$ cat src/rtl/compare_arbiter.sv
// -----------------------------------------------------------------------------
// compare_arbiter
//
// Shares a single combinational compare unit among N requesters. One requester
// is granted per transaction. Its operands are registered onto cmp_a/cmp_b, the
// comparator result is captured one cycle later, and a one-cycle ack is
// returned. A transaction takes three cycles: IDLE (grant), CMP, DONE (ack).
//
// Configuration macro: COMPARE_ARB_RR_EN
//   defined   : round-robin priority, with the search starting at a pointer
//               that advances past each served requester.
//   undefined : fixed priority, where the lowest index wins. No pointer is kept.
//
// Parameters
//   W : operand width (must match the compare unit)
//   N : number of requesters (2..8)
//
// Ports
//   clk        in   1     rising-edge clock
//   reset      in   1     synchronous, active-high reset
//   req        in   N     request lines, one per requester
//   a_in       in   N*W   packed A operands, requester i at [i*W +: W]
//   b_in       in   N*W   packed B operands, same packing
//   ack        out  N     one-hot, one-cycle completion pulse
//   res_out    out  1     captured compare result, valid with ack, then held
//   cmp_a      out  W     registered A operand to the compare unit
//   cmp_b      out  W     registered B operand to the compare unit
//   cmp_result in   1     result from the compare unit
//   busy       out  1     high while in CMP or DONE
// -----------------------------------------------------------------------------
module compare_arbiter #(
    parameter int W = 3,
    parameter int N = 4
) (
    input  logic           clk,
    input  logic           reset,
    input  logic [N-1:0]   req,
    input  logic [N*W-1:0] a_in,
    input  logic [N*W-1:0] b_in,
    output logic [N-1:0]   ack,
    output logic           res_out,
    output logic [W-1:0]   cmp_a,
    output logic [W-1:0]   cmp_b,
    input  logic           cmp_result,
    output logic           busy
);

    localparam int IW = $clog2(N);

    typedef enum logic [1:0] {
        S_IDLE = 2'd0,
        S_CMP  = 2'd1,
        S_DONE = 2'd2
    } state_t;

    state_t          r_state;
    logic [IW-1:0]   r_gnt;
    logic [N-1:0]    r_ack;
    logic            r_res;
    logic [W-1:0]    r_cmp_a;
    logic [W-1:0]    r_cmp_b;
    logic            r_busy;
`ifdef COMPARE_ARB_RR_EN
    logic [IW-1:0]   r_ptr;
`endif

    logic [W-1:0]    w_a [N];
    logic [W-1:0]    w_b [N];
    logic [IW-1:0]   w_grant;
    logic [N-1:0]    w_gnt_onehot;

    // Unpack the flat operand buses so that the selected requester can be
    // indexed directly.
    for (genvar gi = 0; gi < N; gi++) begin : g_unpack
        assign w_a[gi] = a_in[gi*W +: W];
        assign w_b[gi] = b_in[gi*W +: W];
    end

    // Grant selection. The result is used only when req != 0, so the value it
    // takes with no request pending does not matter.
    always_comb begin
        // NOTE: every variable written here gets a default first, so a path
        // that never finds a set req bit cannot infer a latch.
        logic [IW:0]   v_sum;
        logic [IW-1:0] v_idx;
        logic          v_found;
        w_grant = '0;
        v_found = 1'b0;
        v_sum   = '0;
        v_idx   = '0;
        for (int k = 0; k < N; k++) begin
`ifdef COMPARE_ARB_RR_EN
            // Search upward from the pointer, wrapping modulo N. N may not be
            // a power of two, so a plain wrapping add is not enough.
            v_sum = {1'b0, r_ptr} + (IW+1)'(k);
            if (v_sum >= (IW+1)'(N)) begin
                v_sum = v_sum - (IW+1)'(N);
            end
            v_idx = v_sum[IW-1:0];
`else
            v_idx = IW'(k);
`endif
            if (!v_found && req[v_idx]) begin
                v_found = 1'b1;
                w_grant = v_idx;
            end
        end
    end

    assign w_gnt_onehot = N'(1) << r_gnt;

    // NOTE: all state here uses non-blocking assignments, so every register
    // sees the values from before the edge, whatever order the statements
    // are in.
    always_ff @(posedge clk) begin
        // NOTE: the reset is synchronous. It clears every register, including
        // a pending ack, on the next edge, whatever the current state.
        if (reset) begin
            r_state <= S_IDLE;
            r_gnt   <= '0;
            r_ack   <= '0;
            r_res   <= 1'b0;
            r_cmp_a <= '0;
            r_cmp_b <= '0;
            r_busy  <= 1'b0;
`ifdef COMPARE_ARB_RR_EN
            r_ptr   <= '0;
`endif
        end else begin
            case (r_state)
                S_IDLE: begin
                    // Operands are sampled only here. Later changes on
                    // a_in/b_in do not affect the transaction in flight.
                    if (req != '0) begin
                        r_gnt   <= w_grant;
                        r_cmp_a <= w_a[w_grant];
                        r_cmp_b <= w_b[w_grant];
                        r_busy  <= 1'b1;
                        r_state <= S_CMP;
                    end
                end
                S_CMP: begin
                    // The comparator has had a full cycle to settle on the
                    // registered operands. Capture the result and raise the
                    // ack for the DONE cycle, even if req has since dropped.
                    r_res   <= cmp_result;
                    r_ack   <= w_gnt_onehot;
                    r_state <= S_DONE;
                end
                S_DONE: begin
                    r_ack   <= '0;
                    r_busy  <= 1'b0;
`ifdef COMPARE_ARB_RR_EN
                    r_ptr   <= (r_gnt == IW'(N - 1)) ? '0 : r_gnt + 1'b1;
`endif
                    r_state <= S_IDLE;
                end
                default: begin
                    r_ack   <= '0;
                    r_busy  <= 1'b0;
                    r_state <= S_IDLE;
                end
            endcase
        end
    end

    assign ack     = r_ack;
    assign res_out = r_res;
    assign cmp_a   = r_cmp_a;
    assign cmp_b   = r_cmp_b;
    assign busy    = r_busy;

endmodule

$ cat config.mk
export PLATFORM = sky130hd
export DESIGN_NAME = compare_arbiter
export DESIGN_NICKNAME = d
export VERILOG_FILES = /design/src/rtl/compare_arbiter.sv
export SDC_FILE = /design/constraint.sdc
export NUM_CORES = 1
export LEC_CHECK = 0
export BUFFER_PORTS_ARGS = -buffer_cell sky130_fd_sc_hd__buf_4
export CORE_ASPECT_RATIO = 1.4
export CORE_MARGIN = 4
export CORE_UTILIZATION = 40
export DETAILED_ROUTE_END_ITERATION = 10
export MAX_ROUTING_LAYER = met4
export PLACE_DENSITY = 0.73
export SLEW_MARGIN = 25
export SYNTH_ARGS = -nofsm -noshare
export SYNTH_HDL_FRONTEND = slang
export SYNTH_SLANG_ARGS = --single-unit
$ cat constraint.sdc
create_clock -name clk -period 1.8 [get_ports clk]
set_input_delay 0.27 -clock clk [delete_from_list [all_inputs] [get_ports clk]]
set_output_delay 0.27 -clock clk [all_outputs]
set_load 0.05 [all_outputs]
Word-level counts from Yosys, hierarchy flattened --
Cells that the tools add are included. Widths: inputs -> output; s select.
Operators by class: add/sub/neg operators 0, multiply operators 0, div/mod/pow operators 0, $lt $le $gt $ge 1, equal/unequal tests 2, shifts and indexed selects 1, multiplexer cells 17, bitwise gates (word level) 2, reductions and logical operators 10
Operator list (number):
- $bmux 3 s2 | 2
- $mux 3 | 4
- $pmux 4 s2 | 1
- $mux 2 | 3
- $mux 1 | 5
- $pmux 2 s2 | 1
- $reduce_and 2->1 | 2
- $reduce_bool 4->1 | 1
- $shl 1x2->4 const A | 1
- $ge 3x3->1 const B | 1
- $logic_and 1x1->1 | 3
- $logic_not 1->1 | 3
- $not 2->3 | 1
- $eq 2x1->1 const B | 1
- $logic_not 2->1 | 1
- $ne 2x2->1 const B | 1
- $pmux 1 s2 | 1
- $not 1->1 | 1
Storage, ports and cells: bits in registers 16, bits in latches 0, memory bits (writable) 0, memory bits (read-only) 0, input bits 31, output and inout bits 12, logic and storage cells 40, memories kept 0

Depth between registers and ports, before layout --
depth after elaboration 14, depth in mapped cells 6, mapped depth without buffers 4

Worst setup path after synthesis --
OpenSTA, ideal clock, no wires.
path type input port to flip-flop, start input req[1], end register r_cmp_a[1] (netlist: cmp_a[1]), setup time 134 ps, arrival 1165 ps, data required time 1666 ps, slack 501 ps, stages on the path 6, path buffers 2, path through or2_1 buf_6 o31a_4 buf_6 nor2_1 a211oi_1
On the way: longest elaborated chain between the ends 12, elaborated cells on any way between the ends 16, classes of those cells mux (8); bitwise (1); reduce/logical (7)
RTL lines:
- start, declared | line 37 | input logic [N-1:0] req,
- $logic_and 1x1->1 | line 103 | if (!v_found && req[v_idx]) begin
- $mux 1 | line 103
- $logic_not 1->1 | line 103
- $logic_and 1x1->1 | line 103
- $mux 1 | line 103
- $logic_not 1->1 | line 103
- $logic_and 1x1->1 | line 103
- $mux 2 | line 103
- $not 2->3 (implied by the code) | line 136 | r_cmp_a <= w_a[w_grant];
- $bmux 3 s2 | line 136
- $mux 3 (implied by the code) (2 in series) | line 136
- end signal, assigned | line 136
- end, declared | line 60 | logic [W-1:0] r_cmp_a;
Parallel ways exist; a longest one is shown, timed or not. The select of a mux whose other input is x is not followed. A chain may end at the register's enable or synchronous reset.

Worst setup path after layout --
start register r_state[1], end register r_cmp_b[0] (netlist: cmp_b[0])
On the way: longest elaborated chain between the ends 2
RTL lines:
- start, declared | line 56 | state_t r_state;
- start signal, assigned | line 119 | r_state <= S_IDLE;
- start signal, assigned | line 139 | r_state <= S_CMP;
- start signal, assigned | line 148 | r_state <= S_DONE;
- $logic_not 2->1 | line 130 | case (r_state)
- $reduce_and 2->1 (no line)
- end signal, assigned | line 137 | r_cmp_b <= w_b[w_grant];
- end, declared | line 61 | logic [W-1:0] r_cmp_b;
Every way passes these cells.

==> summary.md <==
| Metric | Value |
|---|---|
| Area of the multi-input gates | `407 sq um` |
| Pint | `582 uW` |
| Sequential fraction of design power | `46.6%` |
| Slew HR | `72.8%` |
| Post-synth top area share | `40.9%` |
| Leakage power | `0.000484 uW` |
| CTS resizes | `0` |
| Fin Hold WS | `about 0.26 ns` |
| Clock root buffer | `clkbuf_4` |
| Post-Syn Instances | `96` |
| Die height | `roughly 60 um` |
| Detailed-route via count | `838` |
| Hold crit path type | `input pin to flop` |
| Share of post-route cells with drive strength above 1 | `34.6%` |
| R2r endpoint | `cmp_b[0]$_SDFFE_PP0P_` |
| Reg area | `320 sq um` |
| Worst-path maximum fanout | `13` |
| Placed cell count | `150` |
| Fin cells | `153` |
| VDD IR max | `0.315 mV` |
| Vias/cell | `around 5.5` |
| Critical path class | `flop to flop` |
| PnR Total Power | `between 800 and 900 uW` |
| YS warnings | `0` |
| GRT Resource Usage Total | `15.5%` |
| First-pass GRT wire length | `3060 um` |
| Setup Buffers After CTS | `0` |
| Initial Utilization | `42.9%` |
| Leading area contributor after synthesis | `dfxtp_1` |
| Setup violations, final | `0` |
| Sequential share of the synthesized area | `around 41%` |
| CP Launch Type | `flop` |
| Max-slew violation count | `0` |
| Switching share of power | `between 30 and 40%` |
| Clk slew on worst S/H paths | `0.09 ns` |
| Setup WS pre-CTS | `0.381 ns` |
| GP Congestion | `0.743` |
| I/O Buffers | `42` |
| Antenna cells | `0` |
| Required @ worst endpoint | `around 2 ns` |
| Final Worst Setup Slack | `between 0.5 and 0.6 ns` |
| Clk Latency, worst-skew pair | `~0.28 ns` |
| Total Neg Setup Slack | `0 ns` |
| Synth unique cells | `20` |
| Min cycle time layout | `1.27 ns` |
| RSZ-0062 raised after global routing | `false` |
| Synthesized area | `between 700 and 800 sq um` |
| Nets | `166` |
| Synthesis-to-finish area growth | `40.6%` |
| Fin crit share | `between 70% and 80%` |
| Initial DRC Count | `10` |
| GRT overflow | `0` |
| Outcome | `completed` |
| Endpoints failing hold | `0` |
| Worst Max-Slew Pin Slew | `a little over 0.4 ns` |
| Origin of the worst setup path | `r_state[1]$_SDFFE_PP0P_` |
| Crit path DAT | `1.46 ns` |
| Largest net degree at the start of global routing | `18` |
| Power density over the cells | `796 nW/um^2` |
| HPWL after detailed placement | `1590 um` |
| Fmax achieved | `roughly 790 MHz` |
| TritonCTS buffer count | `3` |
| Die Footprint | `2740 sq um` |
| R2r setup slk | `0.53 ns` |
| Core area | `about 1800 sq um` |
| Fillers | `167` |
| DRT Pass-1 Iters | `4` |
| Worst R2R Path Depth | `4` |
| Avg Inst Size Synth | `roughly 8.2 sq um` |
| Syn nets | `about 130` |
| Hold_buf cts | `0` |
| Vias in the first global route | `roughly 790` |
| # IOs | `43` |
| Worst Skew | `0.00567 ns` |
| WL per Instance | `12.7 um` |
| CP Capture Point | `cmp_b[0]$_SDFFE_PP0P_` |
| Clock Path Buffers | `2` |
| TritonCTS clock tree | `yes` |
| CTS HTree Levels | `1` |
| Final wirelength | `1940 um` |
| Initial antenna violation count | `0` |
| Clock share of power | `approximately a fifth` |
| R2R Path Start | `r_state[1]$_SDFFE_PP0P_` |
| Width of the die | `45.4 um` |
| Psw | `294 uW` |
| MaxCap Viol Count | `0` |
| Clock sinks | `16` |
| Top post-synthesis cells by area | `dfxtp_1 41%, a21oi_1 8.3%, a221oi_1 7.8%` |
| Critical Path Sink Type | `flop` |
| Comb pwr share | `between 30% and 40%` |
| #FFs+latches synth | `16` |
| Core Rows | `18` |
| Antenna viol nets, final | `0` |
| # DRC | `0` |
## cell type report
type | count | share of cell area, %
clock buffers | 3 | 2.05
inverters | 3 | 1.02
multi-input cells | 69 | 36.9
flip-flops and latches | 16 | 29.1
well taps | 20 | 2.27
repair buffers | 42 | 28.6
## registers in the layout (all words and copies together), names as in the netlist
signal / count
cmp_b: 3
res_out: 1
cmp_a: 3
ack: 4
busy: 1
r_gnt: 2
r_state: 2
## synthesized netlist by cell type
| library cell | instances |
|---|---|
| dfxtp_1 | 16 |
| a21oi_1 | 13 |
| nor2_1 | 9 |
| nand2_1 | 8 |
| nor3_1 | 8 |
| a221oi_1 | 7 |
| nand3b_1 | 7 |
| a211oi_1 | 6 |
| clkbuf_1 | 6 |
| inv_1 | 3 |
| buf_6 | 2 |
| nand2b_1 | 2 |
| o21ai_0 | 2 |
| a31oi_1 | 1 |
| and3_1 | 1 |
| nor2b_1 | 1 |
| o31a_4 | 1 |
| o31ai_1 | 1 |
| or2_0 | 1 |
| or2_1 | 1 |
## cell usage in the layout, fill, tap and decap left out, drive strengths merged
| cell | Yosys | routed |
|---|---|---|
| buf | 2 | 42 |
| dfxtp | 16 | 16 |
| a21oi | 13 | 13 |
| nor2 | 9 | 9 |
| nand2 | 8 | 8 |
| nor3 | 8 | 8 |
| nand3b | 7 | 7 |
| a221oi | 7 | 7 |
| a211oi | 6 | 6 |
| inv | 3 | 3 |
| clkbuf | 6 | 3 |
| nand2b | 2 | 2 |
| o21ai | 2 | 2 |
| or2 | 2 | 2 |
| o31ai | 1 | 1 |
| o31a | 1 | 1 |
| nor2b | 1 | 1 |
| a31oi | 1 | 1 |
| and3 | 1 | 1 |
## worst min path at each step
stage | end | slack [ns] | depth (start not counted) | from
global route | res_out$_SDFFE_PP0P_ | 0.26 | 3 | cmp_result
CTS | res_out$_SDFFE_PP0P_ | 0.25 | 3 | cmp_result
floorplan | res_out$_SDFFE_PP0P_ | 0.43 | 2 | cmp_result
global placement | busy$_SDFFE_PP0P_ | 0.46 | 2 | busy$_SDFFE_PP0P_
finish | res_out$_SDFFE_PP0P_ | 0.26 | 3 | cmp_result
detailed placement | busy$_SDFFE_PP0P_ | 0.47 | 2 | busy$_SDFFE_PP0P_
## critical path, stage by stage (launching register included)
cell and delay (ns):
dfxtp_1 0.39, nor2_1 0.26, o31a_4 0.27, nor2_1 0.06, a211oi_1 0.20
## metal layers
| metal | GRT usage [%] | share of wire [%] | up-vias |
|---|---|---|---|
| met5 | - | 0 | - |
| met4 | 12.6 | 3.1 | 0 |
| met3 | 2.37 | 9.5 | 6 |
| met2 | 24.0 | 47 | 41 |
| met1 | 17.2 | 40 | 367 |
| li1 | - | - | 424 |
## power groups by stage
stage                     Combinational [uW]  Clock (uW)  Sequential (uW)
after floorplan                          112           0              498
after CTS                                294         185              409
after global routing                     313         198              415
after detailed placement                 293           0              417
after global placement                   291           0              416
final                                    292         176              409
## metrics by stage
step,util [%],instance area (sq um)
after floorplan,-,783
after global placement,59.1,1080
after detailed placement,59.1,1080
after CTS,60.4,1100
after global routing,60.4,1100
final,60.4,1100
## cells by family (layout without fill, tap and decap cells)
logic type | after synthesis | count (layout) | share of synthesized area (%)
simple gates | 38 | 38 | 24.8
compound gates | 31 | 31 | 27.2
flops | 16 | 16 | 40.9
buf+inv | 11 | 48 | 7.19
Power figures use the tool's default switching activity.
